### config.mk
export PLATFORM = sky130hd
export DESIGN_NAME = mem_if
export DESIGN_NICKNAME = d
export VERILOG_FILES = /design/src/rtl/mem_if_pkg.sv /design/src/rtl/mem_if_wdog.sv /design/src/rtl/mem_if.sv
export SDC_FILE = /design/constraint.sdc
export NUM_CORES = 1
export LEC_CHECK = 0
export ABC_AREA = 1
export CAP_MARGIN = 5
export CORE_AREA = 2 2 50 56
export CTS_BUF_LIST = sky130_fd_sc_hd__clkbuf_16
export DETAILED_ROUTE_END_ITERATION = 8
export DIE_AREA = 0 0 52 58
export DONT_BUFFER_PORTS = 1
export PLACE_DENSITY = 0.72
export SYNTH_ARGS = -nofsm -noshare
export SYNTH_HDL_FRONTEND = slang
export SYNTH_SLANG_ARGS = --single-unit
### constraint.sdc
create_clock -name mem_clk -period 1.3 [get_ports mem_clk]
set_clock_uncertainty 0.05 [all_clocks]
set_input_delay 0.26 -clock mem_clk [delete_from_list [all_inputs] [get_ports mem_clk]]
set_output_delay 0.26 -clock mem_clk [all_outputs]
set_load 0.05 [all_outputs]
### src/rtl/mem_if_pkg.sv
// Shared types and defaults for the mem_if memory-side responder.
package mem_if_pkg;

  localparam int MEM_DATA_W  = 8;
  localparam int MEM_TIMEOUT = 15;

  typedef enum logic [2:0] {
    S_IDLE = 3'd0,
    S_RD   = 3'd1,
    S_WR   = 3'd2,
    S_DONE = 3'd3,
    S_ERR  = 3'd4
  } state_e;

  function automatic int cnt_w(input int n);
    return (n < 2) ? 1 : $clog2(n);
  endfunction

endpackage

### src/rtl/mem_if_wdog.sv
// Ack watchdog: down-counter reloaded by clr, terminal count after TIMEOUT enabled cycles.
module mem_if_wdog
  import mem_if_pkg::*;
#(
  parameter int TIMEOUT = MEM_TIMEOUT
) (
  input  logic clk,
  input  logic rst_n,
  input  logic clr,
  input  logic en,
  output logic tc
);

  localparam int CW = cnt_w(TIMEOUT);
  localparam logic [CW-1:0] LOAD = CW'(TIMEOUT - 1);

  logic [CW-1:0] cnt_q, cnt_d;

  always_comb begin
    cnt_d = cnt_q;
    if (clr) begin
      cnt_d = LOAD;
    end else if (en && (cnt_q != '0)) begin
      cnt_d = cnt_q - CW'(1);
    end
  end

  always_ff @(posedge clk or negedge rst_n) begin
    if (!rst_n) begin
      cnt_q <= LOAD;
    end else begin
      cnt_q <= cnt_d;
    end
  end

  // Fires in the TIMEOUT-th consecutive enabled cycle.
  assign tc = en && (cnt_q == '0);

endmodule

### src/rtl/mem_if.sv
// MAR/MBR owner turning control-unit strobes into RAM req/ack transactions.
// Optional ack watchdog and ERR state when MEM_IF_TIMEOUT_EN is defined.
module mem_if
  import mem_if_pkg::*;
#(
  parameter int DATA_W  = MEM_DATA_W,
  parameter int TIMEOUT = MEM_TIMEOUT
) (
  input  logic              mem_clk,
  input  logic              mem_rst_n,
  input  logic [DATA_W-1:0] pc_in,
  input  logic [DATA_W-1:0] acc_in,
  input  logic              mar_we,
  input  logic              mar_sel,
  input  logic              mbr_ld,
  input  logic              mbr_we,
  input  logic              ram_we,
  output logic [DATA_W-1:0] mbr_out,
  output logic              busy,
  output logic              done,
  output logic              err,
  output logic [DATA_W-1:0] ram_addr,
  output logic [DATA_W-1:0] ram_wdata,
  output logic              ram_req,
  output logic              ram_wr,
  input  logic [DATA_W-1:0] ram_rdata,
  input  logic              ram_ack
);

  // state | meaning
  // IDLE  | sample strobes, load MAR/MBR, launch RD or WR
  // RD    | request read at MAR, capture ram_rdata on ack
  // WR    | request write of MBR to MAR
  // DONE  | one-cycle completion pulse, still busy
  // ERR   | watchdog abort (timeout builds only)

  state_e            state_q, state_d;
  logic [DATA_W-1:0] mar_q, mar_d;
  logic [DATA_W-1:0] mbr_q, mbr_d;
  logic              busy_q, busy_d;
  logic              done_q, done_d;
  logic              req_q, req_d;
  logic              wr_q, wr_d;

`ifdef MEM_IF_TIMEOUT_EN
  logic err_q, err_d;
  logic wdog_tc;
  logic in_xfer;

  assign in_xfer = (state_q == S_RD) || (state_q == S_WR);

  mem_if_wdog #(.TIMEOUT(TIMEOUT)) u_wdog (
    .clk   (mem_clk),
    .rst_n (mem_rst_n),
    .clr   (!in_xfer),
    .en    (in_xfer),
    .tc    (wdog_tc)
  );
`endif

  always_comb begin
    state_d = state_q;
    mar_d   = mar_q;
    mbr_d   = mbr_q;
`ifdef MEM_IF_TIMEOUT_EN
    err_d   = err_q;
`endif
    case (state_q)
      S_IDLE: begin
        if (mar_we) mar_d = mar_sel ? acc_in : pc_in;
        if (mbr_ld) mbr_d = acc_in;
        // A write beats a simultaneous read; the read is dropped.
        if (ram_we) begin
          state_d = S_WR;
        end else if (mbr_we) begin
          state_d = S_RD;
        end
`ifdef MEM_IF_TIMEOUT_EN
        if (ram_we || mbr_we) err_d = 1'b0;
`endif
      end
      S_RD: begin
        if (ram_ack) begin
          mbr_d   = ram_rdata;
          state_d = S_DONE;
        end
`ifdef MEM_IF_TIMEOUT_EN
        else if (wdog_tc) begin
          state_d = S_ERR;
          err_d   = 1'b1;
        end
`endif
      end
      S_WR: begin
        if (ram_ack) begin
          state_d = S_DONE;
        end
`ifdef MEM_IF_TIMEOUT_EN
        else if (wdog_tc) begin
          state_d = S_ERR;
          err_d   = 1'b1;
        end
`endif
      end
      S_ERR:   state_d = S_DONE;
      S_DONE:  state_d = S_IDLE;
      default: state_d = S_IDLE;
    endcase

    // Outputs decoded from next state so they come straight off flops.
    busy_d = (state_d != S_IDLE);
    done_d = (state_d == S_DONE);
    req_d  = (state_d == S_RD) || (state_d == S_WR);
    wr_d   = (state_d == S_WR);
  end

  always_ff @(posedge mem_clk or negedge mem_rst_n) begin
    if (!mem_rst_n) begin
      state_q <= S_IDLE;
      mar_q   <= '0;
      mbr_q   <= '0;
      busy_q  <= 1'b0;
      done_q  <= 1'b0;
      req_q   <= 1'b0;
      wr_q    <= 1'b0;
`ifdef MEM_IF_TIMEOUT_EN
      err_q   <= 1'b0;
`endif
    end else begin
      state_q <= state_d;
      mar_q   <= mar_d;
      mbr_q   <= mbr_d;
      busy_q  <= busy_d;
      done_q  <= done_d;
      req_q   <= req_d;
      wr_q    <= wr_d;
`ifdef MEM_IF_TIMEOUT_EN
      err_q   <= err_d;
`endif
    end
  end

  assign mbr_out   = mbr_q;
  assign ram_addr  = mar_q;
  assign ram_wdata = mbr_q;
  assign busy      = busy_q;
  assign done      = done_q;
  assign ram_req   = req_q;
  assign ram_wr    = wr_q;
`ifdef MEM_IF_TIMEOUT_EN
  assign err       = err_q;
`else
  assign err       = 1'b0;
`endif

endmodule
==> results.md <==
* Run status: completed
* Starting density of the core at 52.9%
* Overall Global Routing Usage at 19.8%
* Source-to-sink clock delay at the later pin of the worst-skew pair at 0.26 ns
* Wire length after detailed routing at 2.87 mm
* WP data arrival at 1.38 ns
* Most used DFF post-synth: sky130_fd_sc_hd__dfrtp_1
* Mean number of vias per cell at 4.97
* Worst Hold Path Cells at 3
* Initial antenna violation count at 0
* Post-detailed-route count of antenna-violating nets at 0
* Data required time at the worst endpoint at 1.43 ns
* Violation count after the first detailed-route iteration at 29
* Number of iterations in the first detailed-routing pass at 4
* Final RePlAce weighted congestion at 0.781
* Design area at 1590 sq um
* Clk Tree Root Cell: sky130_fd_sc_hd__clkbuf_16
* Number of cells produced by synthesis at 168
* Dominant cell by count in the synthesized netlist: sky130_fd_sc_hd__nand2_1
* Part of the cycle the worst path needs at 96.4%
* Standard-cell rows at 19
* Clock tree from TritonCTS: done
* Class of the worst hold path: primary input to flop
* Total global routing overflow at 0
* Max clock buf depth at 2
* Max VDD drop at 2140 uV
* First-pass GRT wire length at 4.36 mm
* DRC violation count after routing at 0
* Sequential-to-total area share from yosys stat at 44.4%
* Critical path launch point type: flop
* Hold_ws at 0.174 ns
* Routed via count at 1,024
* Largest area contributor in the netlist: sky130_fd_sc_hd__dfrtp_1
* Number of levels in the clock H-tree at 1
* Area fraction of the dominant cell type after synthesis at 44.4%
* Diode count at 0
* Number of clock sinks at 23
* Clock-pin slew reported for the worst setup and hold paths after clock tree synthesis at 0.06 ns
* Pwr dens at 3120 nW/um^2
* Mean routed wirelength per cell at 13.9 microns
* #FFs+latches synth at 23
* Layout cells sized above 1 at 22.9%
* Maximum clock rate at 798 MHz
* Largest net degree at the start of global routing at 24
* Count of endpoints failing hold in the final timing report at 0
* Setup repair after global routing missed its margin: yes
* Final worst path period need at 1.25 ns
* Number of enable flip-flop cells after synthesis at 0
* Area growth, synth to finish at 22.5%
* Total number of nets in the final design at 208
* Synth Area per Inst at 7.72 sq um
* Netlist area before placement at 1300 sq um
* Maximum cell stage delay along the critical path at 0.38 ns
* Max-slew violation count at 0
* Number of global-route vias before repair at 1,034
* Worst Reg2Reg Path Length in Cells at 6
* Overall die area at 3020 sq um
* Synth cell types at 16
* Number of buffers added on ports at 0
* Die Width at 52 microns
* Total negative slack at 0 ns
* Worst relative slew slack at 66.6%
* Yosys warnings at 0
* Number of buffers created by CTS at 3
* Cell leakage power at 0.841 nW
* Number of maximum-capacitance violations at 0
* Core ar. at 2450 sq um
* Endpoint type of the worst setup path: flop
* Pin slew with the least headroom to its limit at 0.501 ns
* Share of synthesized registers carrying an async set or reset at 100%
* Half-perimeter wire length after placement at 2.09 mm
* Final-layout fill cell count at 208
* Height of the die at 58 microns
* Maximum fanout along the worst path at 16
* Class of the most critical setup path: flop to flop
* Most area-consuming cells after synthesis: sky130_fd_sc_hd__dfrtp_1 44%, sky130_fd_sc_hd__nand2_1 12%, sky130_fd_sc_hd__inv_1 12%
* Library cell contributing the largest single delay on the critical path: sky130_fd_sc_hd__dfrtp_1
* Finish-stage setup viols at 0
* Placement Cell Area at 1380 sq um
* Cell types with the highest counts after synthesis: 42 x sky130_fd_sc_hd__nand2_1, 41 x sky130_fd_sc_hd__inv_1, 23 x sky130_fd_sc_hd__dfrtp_1, 23 x sky130_fd_sc_hd__o21ai_0, 12 x sky130_fd_sc_hd__o21ai_2
* Ports at 61
* Worst path cell trace: inv_2 -> nand3_4 -> o21ai_4 -> buf_12 -> nand2_1 -> o21ai_1
path summary, 6_finish.rpt:
check | from | endpoint | slack (ns)
setup / recovery | state_q[2]$_DFF_PN0_ | mbr_out[4]$_DFFE_PN0P_ | 0.05
hold / removal | mar_sel | ram_addr[5]$_DFFE_PN0P_ | 0.17
setup reg to reg | state_q[2]$_DFF_PN0_ | mbr_out[4]$_DFFE_PN0P_ | 0.05
hold reg to reg | mbr_out[2]$_DFFE_PN0P_ | mbr_out[2]$_DFFE_PN0P_ | 0.49
max in group asynchronous | mem_rst_n | state_q[1]$_DFF_PN0_ | 0.67
min in group asynchronous | mem_rst_n | state_q[2]$_DFF_PN0_ | 0.38
registers in the layout, indices dropped and copies added (netlist names):
register  count
state_q       3
busy          1
ram_wr        1
mbr_out       8
ram_req       1
ram_addr      8
done          1
kinds of logic after synthesis:
group | Yosys count | share of synthesized area [%]
DFF | 23 | 44.4
and+or+nand+nor | 53 | 17.0
other | 1 | 0.289
AOI/OAI and AO/OA | 36 | 18.2
buffers and inverters | 55 | 20.1
worst max-delay path, delay by kind of cell (launching register included):
kind | cells | cell delay (ns)
AO/OA/AOI/OAI | 2 | 0.25
buffers and inverters | 2 | 0.28
flip-flops | 1 | 0.38
AND/OR/NAND/NOR | 2 | 0.20
power breakdown:
group / switching (mW) / leakage, nW / internal (mW)
Combinational: 1.55 / 0.518 / 0.810
Clock: 0.245 / 0.0423 / 0.411
Sequential: 0.886 / 0.281 / 1.04
layer usage:
| metal | vias up | global-route usage (%) | wire, microns |
|---|---|---|---|
| li1 | 505 | - | - |
| met1 | 471 | 22.4 | 1010 |
| met2 | 41 | 33.8 | 1530 |
| met3 | 7 | 6.19 | 260 |
| met4 | 0 | 9.02 | 61 |
| met5 | - | 0 | 0 |
cell usage in the layout, fill, tap and decap left out:
cell,count
sky130_fd_sc_hd__nor2_1,6
sky130_fd_sc_hd__o21ai_2,13
sky130_fd_sc_hd__inv_2,2
sky130_fd_sc_hd__nand2_1,42
sky130_fd_sc_hd__nand3_2,1
sky130_fd_sc_hd__buf_4,5
sky130_fd_sc_hd__conb_1,2
sky130_fd_sc_hd__clkbuf_16,4
sky130_fd_sc_hd__dlygate4sd3_1,1
sky130_fd_sc_hd__dfrtp_2,2
sky130_fd_sc_hd__and3_1,1
sky130_fd_sc_hd__buf_8,1
sky130_fd_sc_hd__dfrtp_1,21
sky130_fd_sc_hd__nand3_4,2
sky130_fd_sc_hd__buf_12,8
sky130_fd_sc_hd__o21ai_1,9
sky130_fd_sc_hd__nor2_4,1
sky130_fd_sc_hd__o21ai_0,13
sky130_fd_sc_hd__o21ai_4,1
sky130_fd_sc_hd__inv_1,40
stage by stage:
stage | std cells | setup slack (ns) | total power [mW] | util (%)
2_1_floorplan | 169 | 0.0864 | 3.65 | -
3_3_place_gp | 196 | 0.0717 | 4.02 | 56.5
3_5_place_dp | 196 | -0.0305 | 4.10 | 56.5
4_1_cts | 201 | 0.00483 | 4.82 | 60.6
5_1_grt | 206 | -0.0531 | 5.23 | 64.8
6_report | 206 | 0.0468 | 4.95 | 64.8
repair_timing:
action                                  4_1_cts  5_1_grt
setup buffers                                 1        2
endpoints found under the setup margin        8       20
pin swaps                                     1        2
hold endpoints to repair                     23       23
gates resized for setup                       3       18
gates cloned                                  0        1
area by class of cell:
cell class	count	area (sq um)	share of cell area (%)
repair buffers	16	248	15.6
flip-flops and latches	23	578	36.4
inverters	41	154	9.69
well taps	31	38.8	2.44
multi-input cells	91	490	30.9
clock inverters	1	3.75	0.236
clock buffers	3	75.1	4.73
Note: power is estimated with default switching activity, not from simulation.
